`src/rtl/lv_scan_reg_bist_rsp.sv`:
```
// Responder for the LV scan-register BIST handshake: saves, pattern-tests and
// restores one register per request, returning one ack with a pass/fail flag.
module lv_scan_reg_bist_rsp #(
  parameter int unsigned       LV_SCAN_REG_NUM = 8,
  parameter int unsigned       REG_DW          = 8,
  parameter logic [REG_DW-1:0] BIST_PAT0       = 8'h55,
  parameter logic [REG_DW-1:0] BIST_PAT1       = 8'hAA,
  parameter logic [REG_DW-1:0] BIST_BIT_MASK   = 8'hFF,
  parameter int unsigned       ADDR_W          = (LV_SCAN_REG_NUM > 1) ? $clog2(LV_SCAN_REG_NUM) : 1
) (
  input  logic              i_clk,
  input  logic              i_rst,
  input  logic              i_bist_en,
  input  logic              i_bist_scan_reg_req,
  output logic              o_scan_reg_bist_ack,
  output logic              o_scan_reg_bist_err,
  output logic [ADDR_W-1:0] o_bist_reg_addr,
  output logic              o_bist_reg_rd,
  output logic              o_bist_reg_wr,
  output logic [REG_DW-1:0] o_bist_reg_wdata,
  input  logic [REG_DW-1:0] i_bist_reg_rdata,
  output logic              o_bist_busy,
  output logic [ADDR_W:0]   o_bist_err_cnt
);

  typedef enum logic [3:0] {
    S_IDLE, S_RD_ORIG, S_CAP_ORIG, S_WR_P0, S_RD_P0, S_CMP_P0,
    S_WR_P1, S_RD_P1, S_CMP_P1, S_RESTORE, S_ACK
  } state_e;

  localparam logic [ADDR_W-1:0] IDX_LAST = ADDR_W'(LV_SCAN_REG_NUM - 1);

  state_e            state_q, state_d;
  logic [ADDR_W-1:0] idx_q, idx_d;
  logic [ADDR_W:0]   cnt_q, cnt_d;
  logic [REG_DW-1:0] orig_q, orig_d;
  logic              flag_q, flag_d;
  logic              abort_q, abort_d;
  logic              guard_q;
  logic [REG_DW-1:0] wdata_d;

  logic              rd_q, wr_q, ack_q, err_q, busy_q;
  logic [ADDR_W-1:0] addr_q;
  logic [REG_DW-1:0] wdata_q;

  always_comb begin
    state_d = state_q;
    idx_d   = idx_q;
    cnt_d   = cnt_q;
    orig_d  = orig_q;
    flag_d  = flag_q;
    abort_d = abort_q;
    unique case (state_q)
      S_IDLE: begin
        abort_d = 1'b0;
        if (!i_bist_en) begin
          idx_d = '0;
          cnt_d = '0;
        end else if (i_bist_scan_reg_req && !guard_q) begin
          state_d = S_RD_ORIG;
        end
      end
      S_RD_ORIG: begin
        flag_d  = 1'b0;
        state_d = i_bist_en ? S_CAP_ORIG : S_IDLE;
      end
      S_CAP_ORIG: begin
        orig_d  = i_bist_reg_rdata;
        state_d = i_bist_en ? S_WR_P0 : S_IDLE;
      end
      S_WR_P0, S_RD_P0, S_CMP_P0, S_WR_P1, S_RD_P1, S_CMP_P1: begin
        if (state_q == S_CMP_P0 && |((i_bist_reg_rdata ^ BIST_PAT0) & BIST_BIT_MASK))
          flag_d = 1'b1;
        if (state_q == S_CMP_P1 && |((i_bist_reg_rdata ^ BIST_PAT1) & BIST_BIT_MASK))
          flag_d = 1'b1;
        // Once the original is saved, losing enable still writes it back
        if (!i_bist_en) begin
          state_d = S_RESTORE;
          abort_d = 1'b1;
        end else begin
          state_d = state_e'(state_q + 4'd1);
        end
      end
      S_RESTORE: state_d = (i_bist_en && !abort_q) ? S_ACK : S_IDLE;
      S_ACK: begin
        if (flag_q && cnt_q != '1) cnt_d = cnt_q + (ADDR_W+1)'(1);
        idx_d   = (idx_q == IDX_LAST) ? '0 : idx_q + ADDR_W'(1);
        state_d = S_IDLE;
      end
      default: state_d = S_IDLE;
    endcase
  end

  always_comb begin
    wdata_d = '0;
    case (state_d)
      S_WR_P0:   wdata_d = BIST_PAT0;
      S_WR_P1:   wdata_d = BIST_PAT1;
      S_RESTORE: wdata_d = orig_d;
      default:   wdata_d = '0;
    endcase
  end

  // Outputs are registered from the next state so they line up with state_q
  always_ff @(posedge i_clk or posedge i_rst) begin
    if (i_rst) begin
      state_q <= S_IDLE;
      idx_q   <= '0;
      cnt_q   <= '0;
      orig_q  <= '0;
      flag_q  <= 1'b0;
      abort_q <= 1'b0;
      guard_q <= 1'b0;
      rd_q    <= 1'b0;
      wr_q    <= 1'b0;
      ack_q   <= 1'b0;
      err_q   <= 1'b0;
      busy_q  <= 1'b0;
      addr_q  <= '0;
      wdata_q <= '0;
    end else begin
      state_q <= state_d;
      idx_q   <= idx_d;
      cnt_q   <= cnt_d;
      orig_q  <= orig_d;
      flag_q  <= flag_d;
      abort_q <= abort_d;
      guard_q <= (state_q == S_ACK);
      rd_q    <= (state_d == S_RD_ORIG) || (state_d == S_RD_P0) || (state_d == S_RD_P1);
      wr_q    <= (state_d == S_WR_P0) || (state_d == S_WR_P1) || (state_d == S_RESTORE);
      ack_q   <= (state_d == S_ACK);
      err_q   <= (state_d == S_ACK) && flag_d;
      busy_q  <= (state_d != S_IDLE);
      addr_q  <= (state_d == S_IDLE) ? '0 : idx_d;
      wdata_q <= wdata_d;
    end
  end

  assign o_scan_reg_bist_ack = ack_q;
  assign o_scan_reg_bist_err = err_q;
  assign o_bist_reg_addr     = addr_q;
  assign o_bist_reg_rd       = rd_q;
  assign o_bist_reg_wr       = wr_q;
  assign o_bist_reg_wdata    = wdata_q;
  assign o_bist_busy         = busy_q;
  assign o_bist_err_cnt      = cnt_q;

endmodule

```
`config.mk`:
```
export PLATFORM = sky130hd
export DESIGN_NAME = lv_scan_reg_bist_rsp
export DESIGN_NICKNAME = d
export VERILOG_FILES = /design/src/rtl/lv_scan_reg_bist_rsp.sv
export SDC_FILE = /design/constraint.sdc
export NUM_CORES = 1
export LEC_CHECK = 0
export ABC_AREA = 1
export CAP_MARGIN = 20
export CORE_MARGIN = 5
export CORE_UTILIZATION = 45
export CTS_CLUSTER_SIZE = 24
export DETAILED_ROUTE_END_ITERATION = 10
export PLACE_DENSITY_LB_ADDON = 0.1
export RECOVER_POWER = 100
export SYNTH_ARGS = -nofsm -noshare
export SYNTH_HDL_FRONTEND = slang
export SYNTH_SLANG_ARGS = --single-unit
export TNS_END_PERCENT = 30
```
`constraint.sdc`:
```
create_clock -name i_clk -period 2.15 [get_ports i_clk]
set_clock_uncertainty 0.1 [all_clocks]
set_input_delay 0.3225 -clock i_clk [delete_from_list [all_inputs] [get_ports i_clk]]
set_output_delay 0.3225 -clock i_clk [all_outputs]
set_load 0.005 [all_outputs]
```
# After elaboration in Yosys (flattened, before gate mapping)
# Index checks and enable logic that the tools add are counted.
[classes]
n_reduce_logical = 22
muxes = 21
n_eq_ne = 22
addsub = 3
bitwise = 2
[ops]
columns = ["op", "count"]
rows = [
  ["$eq A4 B3 Y1 const B", 7],
  ["$mux W4", 6],
  ["$pmux W8 S3", 1],
  ["$eq A4 B4 Y1 const B", 5],
  ["$pmux W4 S5", 1],
  ["$reduce_or A8 Y1", 2],
  ["$eq A4 B2 Y1 const B", 3],
  ["$mux W3", 3],
  ["$add A4 B1 Y4 const B", 2],
  ["$eq A4 B1 Y1 const B", 2],
  ["$logic_not A4 Y1", 2],
  ["$mux W8", 1],
  ["$not A4 Y4", 2],
  ["$pmux W4 S2", 1],
  ["$logic_and A1 B1 Y1", 6],
  ["$ne A2 B2 Y1 const B", 3],
  ["$pmux W3 S2", 1],
  ["$reduce_or A6 Y1", 1],
  ["$logic_or A1 B1 Y1", 4],
  ["$mux W2", 2],
  ["$ne A4 B4 Y1 const B", 1],
  ["$pmux W1 S2", 2],
  ["$reduce_bool A2 Y1", 2],
  ["$reduce_bool A4 Y1", 1],
  ["other kinds (6)", 9],
]
[word_totals]
ff_bits = 38

# Longest topological paths before layout
# Gate-level depths: netlist (run 1).
[logic_depth]
word_depth = 8
mapped_depth = 13

# Least setup slack after synthesis (run 1)
# Ideal clock, no wire load.
[synth_timing]
kind = "register to register"
from = "register state_q[0]"
to = "register wr_q (netlist: o_bist_reg_wr)"
t_required_ns = 1.979
path_stages_with_launch = 12
setup_ns = 0.071
slack_ns = 0.374
synth_period_minus_slack_ns = 1.776
path_buffers = 0
arrival_time_ns = 1.605
cell_sequence = "dfrtp_1 inv_1 ha_1 inv_1 nand2_1 o21ai_1 nand2_2 nand2_1 nand2_2 nor2_2 nand3_1 nand3_1"
[synth_via]
elab_chain_cells = 6
elab_cells_between_ends = 21
[synth_lines]
columns = ["item", "line", "source"]
rows = [
  ["start, declared", "33", "state_e state_q, state_d;"],
  ["start signal, assigned", "122", "state_q <= state_d;"],
  ["$add A4 B1 Y4 (tied with other cells)", "81", "state_d = state_e'(state_q + 4'd1);"],
  ["$mux W4 / $reduce_or A6 Y1 (equally long branches)", "77, 53", ""],
  ["$pmux W4 S5 (*)", "53", "unique case (state_q)"],
  ["net state_d[3]", "33", ""],
  ["$eq A4 B2 Y1 / $eq A4 B3 Y1 (equally long branches)", "130", "wr_q <= (state_d == S_WR_P0) || (state_d == S_WR_P1) || (state_d == S_RESTORE);"],
  ["$logic_or A1 B1 Y1", "130", ""],
  ["$logic_or A1 B1 Y1 (*)", "130", ""],
  ["end signal, assigned", "130", ""],
  ["end, declared", "42", "logic rd_q, wr_q, ack_q, err_q, busy_q;"],
]
# Mark *: on every way through the listed nets, which the timed path passes. The rest lies on a longest branch.
# A chain may end at the register's enable or synchronous reset.

# Final worst setup path (run 1)
[layout_timing]
from = "register state_q[1]"
to = "register wdata_q[0] (netlist: o_bist_reg_wdata[0])"
[layout_via]
elab_chain_cells = 5
elab_cells_between_ends = 21
[layout_lines]
columns = ["item", "line", "source"]
rows = [
  ["$add A4 B1 Y4 (tied with other cells)", "81", ""],
  ["$mux W4 (tied with other cells)", "77", "if (!i_bist_en) begin"],
  ["$pmux W4 S5 (*)", "53", ""],
  ["net state_d[1]", "33", ""],
  ["$eq A4 B4 Y1 (tied with other cells)", "96", "case (state_d)"],
  ["$pmux W8 S3 (*)", "96", ""],
  ["net wdata_d[0]", "40", "logic [REG_DW-1:0] wdata_d;"],
  ["end signal, assigned", "135", "wdata_q <= wdata_d;"],
  ["end, declared", "44", "logic [REG_DW-1:0] wdata_q;"],
]
# Marked as above.

==> flow_metrics.env, run 1 <==
export IMPL_synth_top_cell_area_share=0.527
export IMPL_crit_path_start_kind="flop"
export IMPL_gr_max_usage_layer="met2"
export IMPL_fin_crit_ps=1970
export IMPL_setup_viol=0
export IMPL_antenna_found_initial=0
export IMPL_setup_slack_ps=178
export IMPL_finalNetCount=262
export IMPL_use_met2=0.256
export IMPL_crit_path_top_delay_cell="dfrtp_2"
export IMPL_ys_seq_elements=38
export IMPL_synth_top_area_cell="dfrtp_1"
export IMPL_ir_worst_vdd_v=0.000712
export IMPL_grt_pass1_vias=1413
export IMPL_wl_per_cell_um=13.0
export IMPL_pre_cts_ws_ps=24.4
export IMPL_grt_util_met1=0.204
export IMPL_cp_common_cell="nand2_1"
export IMPL_path_clk_slew_ps=70
export IMPL_cp_top_family="simple AND/OR/NAND/NOR gates"
export IMPL_power_leakage_nw=1.23
export IMPL_start_util=0.457
export IMPL_grt_max_degree=39
export IMPL_rsz0062_at_grt="false"
export IMPL_max_freq_mhz=507
export IMPL_hold_violations=0
export IMPL_worstSetupEndpointType="flop"
export IMPL_swShare=0.398
export IMPL_arrival_ps=2090
export IMPL_syn2layout_area_growth_pct=26.6
export IMPL_path_cells="inv_1 > ha_1 > inv_1 > nand2_1 > o21ai_1 > nand3_1 > nand2_1 > nand2_2 > nor2_4 > nand3_1 > nand2_1"
export IMPL_numClockSinks=38
export IMPL_h_tree_depth=2
export IMPL_layoutNonFillerInstCount=293
export IMPL_synth_warning_count=0
export IMPL_yosys_top_cells_area="dfrtp_1 53%, nand2_1 9.6%, nand3_1 7.5%"
export IMPL_p_seq_frac=0.395
export IMPL_drt_wl_total_um=3820
export IMPL_grt_pass1_wl_um=6410
export IMPL_final_cell_area_um2=2280
export IMPL_dpl_cell_area_um2=2200
export IMPL_ant_nets=0
export IMPL_slew_viol_final=0
export IMPL_clock_root_buffer="clkbuf_8"
export IMPL_antenna_diode_count=0
export IMPL_synth_distinct_cells=26
export IMPL_worst_slew_pin_slew_ps=926
export IMPL_syn_instance_count=202
export IMPL_cp_max_fo=10
export IMPL_fp_coreArea_um2=3940
export IMPL_timing_setup_tns_ps=0
export IMPL_maxSlewHeadroom=0.382
export IMPL_min_period_over_period=0.917
export IMPL_slowest_delay_ps=430
export IMPL_rows=23
export IMPL_cts_hold_buf=0
export IMPL_p_clk_frac=0.185
export IMPL_syn_nets=221
export IMPL_dr_pass1_iters=4
export IMPL_switchingPower_mw=0.978
export IMPL_drtIter0Drc=70
export IMPL_r2r_slack_ps=180
export IMPL_finish_utilization=0.579
export IMPL_ioPinCount=32
export IMPL_track_usage=0.157
export IMPL_drive_above_1_share=0.111
export IMPL_grt_use_met3=0.0410
export IMPL_gp_congestion=0.864
export IMPL_port_buffers=31
export IMPL_viasPerCell=4.91
export IMPL_die_y_um=73.3
export IMPL_p_per_area_nw_per_um2=1070
export IMPL_vias=1439
export IMPL_power_mw=2.45
export IMPL_drcViolationCount=0
export IMPL_grt_overflow_total=0
export IMPL_clk_path_buf_depth=2
export IMPL_path_buf_inv=2
export IMPL_cts_tree="built"
export IMPL_required_ps=2270
export IMPL_die_x_um=73.3
export IMPL_insertion_delay_ps=290
export IMPL_dieArea_um2=5370
export IMPL_status="finished, final reports clean"
export IMPL_syn_area_per_cell_um2=8.93
export IMPL_drv_cap=0
export IMPL_p_int_mw=1.48
export IMPL_place_inst=285
export IMPL_pwr_share_comb=0.420
export IMPL_cts_made_buffers=5
export IMPL_yosysSeqAreaShare=0.527
export IMPL_syn_area_um2=1800
export IMPL_worst_setup_path_type="flop to flop"
export IMPL_worst_hold_slack_ps=415
export IMPL_post_dp_hpwl_um=2940
export IMPL_hold_class="flop to flop"
## path summary, 6_finish.rpt
kind                                           start                       endpoint  cells after the start
min in group asynchronous                      i_rst        o_bist_reg_wr$_DFF_PP0_                      3
worst min register to register   orig_q[1]$_DFF_PP0_            orig_q[1]$_DFF_PP0_                      1
max in group asynchronous                      i_rst           state_q[1]$_DFF_PP0_                      3
worst max-delay path            state_q[1]$_DFF_PP0_  o_bist_reg_wdata[0]$_DFF_PP0_                     11
worst min-delay path             orig_q[1]$_DFF_PP0_            orig_q[1]$_DFF_PP0_                      1
worst max register to register  state_q[1]$_DFF_PP0_  o_bist_reg_wdata[0]$_DFF_PP0_                     11
## layer usage
layer / routed length, um / up-vias
met5: 0 / -
met4: 66 / 0
met3: 205 / 7
met2: 1850 / 35
met1: 1700 / 659
li1: - / 738
## cell families after synthesis
family	share of synthesized area
AND/OR/NAND/NOR	0.255
XOR/XNOR	0.00972
multiplexers	0.0250
buffers and inverters	0.0576
adder cells (fa/ha/maj)	0.0486
AO/OA/AOI/OAI	0.0763
flip-flops	0.527
## cells in the mapped netlist
library cell	n
nand2_1	46
a22o_1	1
nand2_2	3
a21oi_1	3
o21a_1	1
nor2_2	4
buf_2	2
clkinv_1	1
inv_2	3
a21boi_0	3
nor3_1	1
o21bai_1	2
nor2_4	2
xor2_1	1
ha_1	7
nand4_1	4
mux2_2	4
o21ai_1	1
dfrtp_1	38
a21oi_2	1
xnor2_1	1
nor2_1	15
nand3_1	27
inv_1	21
o21ai_0	8
o31ai_1	2
## cell type report
class                      instances  area (um2)
sequential                        38         952
fill                             371        1660
inverter                          25        93.8
clock inverter                     2        10.0
clock buffer                       5        68.8
timing repair inverter             1        7.51
multi-input combinational        137         753
timing repair buffer              35         335
tap                               50        62.6
## state kept, by name, summed over array words and instances (netlist names), 3 cells and up
signal / flops
o_bist_reg_wdata: 8
orig_q: 8
o_bist_err_cnt: 4
state_q: 4
idx_q: 3
o_bist_reg_addr: 3
## cell usage in the layout (no fill, tap or decap), drive strengths merged, types with 4 or more instances in the layout
cell type      Yosys  layout
nand2             49      49
dfrtp             38      38
dlygate4sd3        0      21
nand3             27      27
clkdlybuf4s50      0      10
mux2               4       4
nor2              21      21
o21ai              9       9
clkbuf             0       7
nand4              4       4
ha                 7       7
a21oi              4       4
inv               24      24
## power groups by stage
| stage | Sequential [mW] | Clock (mW) | Combinational [mW] |
|---|---|---|---|
| floorplan | 0.977 | 0 | 0.699 |
| global placement | 0.978 | 0 | 1.05 |
| detailed placement | 0.984 | 0 | 1.06 |
| CTS | 0.971 | 0.470 | 1.06 |
| global route | 0.989 | 0.493 | 1.17 |
| finish | 0.969 | 0.453 | 1.03 |
## what timing repair did
action,CTS,global route
buffers inserted,0,0
resized for setup,0,5
setup endpoints to repair,0,12
No activity file was read; power rests on OpenSTA's default activity.
==> inputs of run 2 (changes only) <==
--- a/config.mk
+++ b/config.mk
@@ -8,7 +8,8 @@
 export ABC_AREA = 1
 export CAP_MARGIN = 20
 export CORE_MARGIN = 5
-export CORE_UTILIZATION = 45
+export CORE_UTILIZATION = 52
+export CTS_CLUSTER_DIAMETER = 50
 export CTS_CLUSTER_SIZE = 24
 export DETAILED_ROUTE_END_ITERATION = 10
 export PLACE_DENSITY_LB_ADDON = 0.1
==> run 2 against run 1 <==
  * Critical path depth unchanged
  * Worst setup slack got worse by 6.6 ps
  * Largest power group unchanged
  * Flip-flop and latch count is the same
  * Core utilization rose by 10 points
  * Global-route usage up 3.4 points
  * Combinational power rose by 11%
  * Clock-buffer cell count rose by 1
  * Sequential share of layout area hardly changed
  * Sequential power about the same
  * Clock power is 13% lower
  * Critical path type unchanged
  * Critical endpoint is now o_bist_reg_wdata[7]$_DFF_PP0_
==> flow_metrics.env, run 2 (synthesized netlist as in run 1, its figures left out) <==
export IMPL_ioPinCount=32
export IMPL_crit_path_top_delay_cell="dfrtp_1"
export IMPL_crit_path_start_kind="flop"
export IMPL_cp_common_cell="nand2_1"
export IMPL_dieArea_um2=4750
export IMPL_worstSetupEndpointType="flop"
export IMPL_setup_viol=0
export IMPL_drive_above_1_share=0.135
export IMPL_clk_path_buf_depth=2
export IMPL_post_dp_hpwl_um=3090
export IMPL_slowest_delay_ps=380
export IMPL_antenna_diode_count=0
export IMPL_cp_max_fo=7
export IMPL_drt_wl_total_um=4080
export IMPL_port_buffers=31
export IMPL_hold_violations=0
export IMPL_slew_viol_final=0
export IMPL_drv_cap=0
export IMPL_cts_tree="built"
export IMPL_ant_nets=0
export IMPL_path_cells="inv_1 > ha_1 > inv_1 > nand2_1 > o21ai_1 > nand3_1 > nand2_1 > nand2_2 > nor2_4 > nand3_1 > nand2_1"
export IMPL_hold_class="flop to flop"
export IMPL_dpl_cell_area_um2=2190
export IMPL_worst_slew_pin_slew_ps=891
export IMPL_gp_congestion=0.916
export IMPL_grt_max_degree=39
export IMPL_maxSlewHeadroom=0.406
export IMPL_status="finished, final reports clean"
export IMPL_insertion_delay_ps=350
export IMPL_fin_crit_ps=1980
export IMPL_final_cell_area_um2=2280
export IMPL_grt_pass1_vias=1485
export IMPL_finish_utilization=0.684
export IMPL_fp_coreArea_um2=3340
export IMPL_numClockSinks=38
export IMPL_worst_setup_path_type="flop to flop"
export IMPL_power_leakage_nw=1.21
export IMPL_drcViolationCount=0
export IMPL_vias=1506
export IMPL_drtIter0Drc=120
export IMPL_start_util=0.540
export IMPL_grt_pass1_wl_um=6530
export IMPL_ir_worst_vdd_v=0.000641
export IMPL_rows=21
export IMPL_grt_overflow_total=0
export IMPL_cts_made_buffers=5
export IMPL_h_tree_depth=2
export IMPL_die_y_um=68.9
export IMPL_viasPerCell=5.19
export IMPL_p_per_area_nw_per_um2=1090
export IMPL_required_ps=2340
export IMPL_die_x_um=68.9
export IMPL_path_clk_slew_ps=110
export IMPL_max_freq_mhz=505
export IMPL_cts_hold_buf=0
export IMPL_mostFrequentLayoutCells="45 x nand2_1, 37 x dfrtp_1, 26 x nand3_1"
export IMPL_clock_root_buffer="clkbuf_4"
export IMPL_arrival_ps=2170
export IMPL_wl_per_cell_um=14.1
export IMPL_track_usage=0.191
export IMPL_dr_pass1_iters=4
export IMPL_syn2layout_area_growth_pct=26.6
export IMPL_antenna_found_initial=0
export IMPL_min_period_over_period=0.920
export IMPL_finalNetCount=262
export IMPL_final_common_cell="nand2_1"
run 2: changes by cell type in the layout (fill, tap and decap cells not counted), moves of 4 or more:
cell / delta
clkbuf_8: -4
clkbuf_4: +5
mux2_1: -4
mux2_2: +4
clkdlybuf4s50_1: +4
dlygate4sd3_1: -4
run 2: cell type report:
cell class	instances	area, um2
clock buffer	6	51.3
clock inverter	2	12.5
fill	258	1050
inverter	25	96.3
multi-input combinational	138	774
sequential	38	952
tap	46	57.6
timing repair buffer	35	338
run 2: report_power, final:
| part | internal, mW | leakage [nW] | switching, mW |
|---|---|---|---|
| sequential | 0.889 | 0.504 | 0.0770 |
| clock | 0.157 | 0.0343 | 0.235 |
| combinational | 0.409 | 0.672 | 0.731 |
| total | 1.45 | 1.21 | 1.04 |
run 2: final timing paths:
check | from | to | slack (ps) | depth (start not counted)
hold reg to reg | abort_q$_DFFE_PP0P_ | abort_q$_DFFE_PP0P_ | 410 | 2
min in group asynchronous | i_rst | orig_q[5]$_DFF_PP0_ | 570 | 3
setup / recovery | state_q[0]$_DFF_PP0_ | o_bist_reg_wdata[7]$_DFF_PP0_ | 170 | 11
setup reg to reg | state_q[0]$_DFF_PP0_ | o_bist_reg_wdata[7]$_DFF_PP0_ | 170 | 11
max in group asynchronous | i_rst | state_q[1]$_DFF_PP0_ | 780 | 3
hold / removal | abort_q$_DFFE_PP0P_ | abort_q$_DFFE_PP0P_ | 410 | 2
run 2: per-stage QoR:
step / worst slack, ps / TNS (ps) / std cells / power, mW / hold WS (ps)
global route: -4.16 / -4.16 / 290 / 2.69 / 438
finish: 171 / 0 / 290 / 2.50 / 412
detailed placement: 23.6 / 0 / 281 / 2.04 / 389
global placement: 51.4 / 0 / 281 / 2.01 / 394
CTS: 65.3 / 0 / 289 / 2.44 / 276
floorplan: 374 / 0 / 202 / 1.68 / 362
run 2: metal layers:
metal | vias to the layer above | wire (um) | share of wire | global-route usage
met5 | - | 0 | 0 | 0
met4 | 0 | 93 | 0.023 | 0.0949
met3 | 9 | 208 | 0.051 | 0.0405
met2 | 45 | 2120 | 0.52 | 0.338
met1 | 711 | 1660 | 0.41 | 0.217
li1 | 741 | - | - | -
run 2: repair_timing:
item | in CTS | in global routing
endpoints found under the setup margin | 0 | 14
buffers inserted | 0 | 0
endpoints found under the hold margin | 0 | 0
resized for setup | 0 | 8
run 2: worst max-delay path, delay by kind of cell (launching register included):
family | cells | cell delay (ps)
AOI/OAI and AO/OA | 1 | 200
adders and majority gates | 1 | 250
buffers and inverters | 2 | 170
DFF | 1 | 380
and+or+nand+nor | 7 | 830
==> inputs of run 3 (changes only) <==
--- a/config.mk
+++ b/config.mk
@@ -14,6 +14,7 @@
 export DETAILED_ROUTE_END_ITERATION = 10
 export PLACE_DENSITY_LB_ADDON = 0.1
 export RECOVER_POWER = 100
+export SETUP_SLACK_MARGIN = 0.15
 export SYNTH_ARGS = -nofsm -noshare
 export SYNTH_HDL_FRONTEND = slang
 export SYNTH_SLANG_ARGS = --single-unit
==> run 3 against run 2 <==
  * Final area increased by 2.5%
  * Via count rose by 0.20%
  * Critical path depth unchanged
  * Register-to-register slack is essentially flat
  * Sequential share of layout area shrank 1.0 points
  * First-iteration DRC count fell by 26%
  * Clock-buffer cell count unchanged
  * Non-clock buffer count is 1 higher
  * Clock power barely moved
  * Largest power group unchanged
  * Highest routed layer unchanged
==> flow_metrics.env, run 3 (synthesized netlist as in run 1, its figures left out) <==
export IMPL_grt_pass1_wl_um=6560
export IMPL_rows=21
export IMPL_register_area_um2=952
export IMPL_r2r_slack_ps=170
export IMPL_mostFrequentLayoutCells="43 x nand2_1, 37 x dfrtp_1, 25 x nand3_1"
export IMPL_ff2ff_path_depth=11
export IMPL_path_cells="inv_2 > ha_1 > inv_1 > nand2_1 > nand2_1 > nand2_1 > nor2_1 > nor2_4 > nor2_2 > clkbuf_2 > a21boi_1"
export IMPL_p_per_area_nw_per_um2=1110
export IMPL_maxSlewHeadroom=0.405
export IMPL_viasPerCell=5.17
export IMPL_insertion_delay_ps=350
export IMPL_vias=1509
export IMPL_swShare=0.426
export IMPL_hold_violations=0
export IMPL_worst_setup_path_type="flop to flop"
export IMPL_p_seq_frac=0.372
export IMPL_required_ps=2290
export IMPL_min_period_over_period=0.923
export IMPL_cts_made_buffers=5
export IMPL_multi_input_area_um2=818
export IMPL_die_y_um=68.9
export IMPL_track_usage=0.192
export IMPL_finalNetCount=264
export IMPL_cts_hold_buf=0
export IMPL_dr_pass1_iters=4
export IMPL_cp_startpoint="state_q[0]$_DFF_PP0_"
export IMPL_drv_cap=0
export IMPL_fillCellCount=252
export IMPL_pwr_share_comb=0.476
export IMPL_drcViolationCount=0
export IMPL_crit_path_start_kind="flop"
export IMPL_endpoint="o_bist_reg_addr[2]$_DFF_PP0_"
export IMPL_hold_class="flop to flop"
export IMPL_grt_overflow_total=0
export IMPL_dieArea_um2=4750
export IMPL_rsz0062_at_grt="true"
export IMPL_p_clk_frac=0.151
export IMPL_grt_pass1_vias=1488
export IMPL_ant_nets=0
export IMPL_cts_tree="built"
export IMPL_worst_slew_pin_slew_ps=893
export IMPL_grt_max_degree=39
export IMPL_crit_path_top_delay_cell="dfrtp_1"
export IMPL_arrival_ps=2130
export IMPL_clock_root_buffer="clkbuf_4"
export IMPL_wl_per_cell_um=14.2
export IMPL_post_dp_hpwl_um=3090
export IMPL_fp_coreArea_um2=3340
export IMPL_slowest_delay_ps=390
export IMPL_path_buf_inv=3
export IMPL_setup_viol=0
export IMPL_drtIter0Drc=89
export IMPL_numClockSinks=38
export IMPL_start_util=0.540
export IMPL_gp_congestion=0.916
export IMPL_antenna_found_initial=0
export IMPL_timing_setup_tns_ps=0
export IMPL_cp_common_cell="nand2_1"
export IMPL_slew_viol_final=0
export IMPL_max_freq_mhz=504
export IMPL_path_clk_slew_ps=110
export IMPL_status="finished, final reports clean"
export IMPL_drive_above_1_share=0.154
export IMPL_r2r_end="o_bist_reg_addr[2]$_DFF_PP0_"
export IMPL_h_tree_depth=2
export IMPL_switchingPower_mw=1.10
export IMPL_ir_worst_vdd_v=0.000700
export IMPL_port_buffers=31
export IMPL_clk_path_buf_depth=2
export IMPL_dpl_cell_area_um2=2190
export IMPL_drt_wl_total_um=4160
export IMPL_cp_max_fo=5
export IMPL_cp_top_family="simple AND/OR/NAND/NOR gates"
export IMPL_final_cell_area_um2=2340
export IMPL_fin_crit_ps=1980
export IMPL_final_common_cell="nand2_1"
export IMPL_crit_reg2reg_launch="state_q[0]$_DFF_PP0_"
export IMPL_power_leakage_nw=1.24
export IMPL_p_int_mw=1.49
export IMPL_syn2layout_area_growth_pct=29.7
export IMPL_ioPinCount=32
export IMPL_worstSetupEndpointType="flop"
export IMPL_antenna_diode_count=0
export IMPL_die_x_um=68.9
export IMPL_cp_num_cells=11
[run 3: changes by cell type in the layout (fill, tap and decap cells not counted), moves of 3 or more]
cell	change
mux2_1	+4
mux2_2	-4
clkdlybuf4s50_1	-4
a21boi_1	+3
a21boi_0	-3
dlygate4sd3_1	+4
[run 3: routing by layer]
metal  GRT usage  vias up  part of all wire
met2       0.338       39              0.52
met3      0.0405       11             0.051
met1       0.219      713              0.41
met5           0        -                 0
li1            -      746                 -
met4      0.0949        0             0.025
[run 3: metrics by stage]
stage / utilization / hold WS [ps] / instances / setup WS, ps / power (mW)
finish: 0.701 / 412 / 292 / 166 / 2.59
global route: 0.701 / 438 / 292 / 61.3 / 2.78
CTS: 0.676 / 276 / 289 / 102 / 2.45
detailed placement: 0.657 / 389 / 281 / 23.6 / 2.04
global placement: 0.657 / 394 / 281 / 51.4 / 2.01
floorplan: - / 362 / 202 / 374 / 1.68
[run 3: layout make-up]
type | instances | area share
clock inverters | 2 | 0.00535
repair inverters | 1 | 0.00321
clock buffers | 6 | 0.0219
repair buffers | 36 | 0.147
inverters | 25 | 0.0412
multi-input cells | 138 | 0.350
well taps | 46 | 0.0246
flip-flops and latches | 38 | 0.407
[run 3: worst min-delay path by stage]
stage / from / end / cells past startpoint
6_report: abort_q$_DFFE_PP0P_ / abort_q$_DFFE_PP0P_ / 2
5_1_grt: abort_q$_DFFE_PP0P_ / abort_q$_DFFE_PP0P_ / 2
4_1_cts: i_rst / orig_q[3]$_DFF_PP0_ / 3
3_5_place_dp: abort_q$_DFFE_PP0P_ / abort_q$_DFFE_PP0P_ / 2
3_3_place_gp: orig_q[3]$_DFF_PP0_ / orig_q[3]$_DFF_PP0_ / 1
2_1_floorplan: orig_q[0]$_DFF_PP0_ / orig_q[0]$_DFF_PP0_ / 2
[run 3: timing repair]
action	CTS	global route
gates cloned	0	2
buffers inserted	0	1
pin swaps	0	4
endpoints found under the setup margin	11	17
resized for setup	1	22
[run 3: power by group through the flow]
stage / clock network [mW] / logic [mW] / registers [mW]
global placement: 0 / 1.03 / 0.977
detailed placement: 0 / 1.05 / 0.981
floorplan: 0 / 0.699 / 0.977
global route: 0.432 / 1.36 / 0.981
finish: 0.392 / 1.23 / 0.964
CTS: 0.399 / 1.08 / 0.966
[run 3: worst register-to-register path, stage by stage (launching register included)]
cell	delay (ps)
dfrtp_1	390
inv_2	70
ha_1	250
inv_1	80
nand2_1	80
nand2_1	70
nand2_1	50
nor2_1	290
nor2_4	70
nor2_2	160
clkbuf_2	190
a21boi_1	80
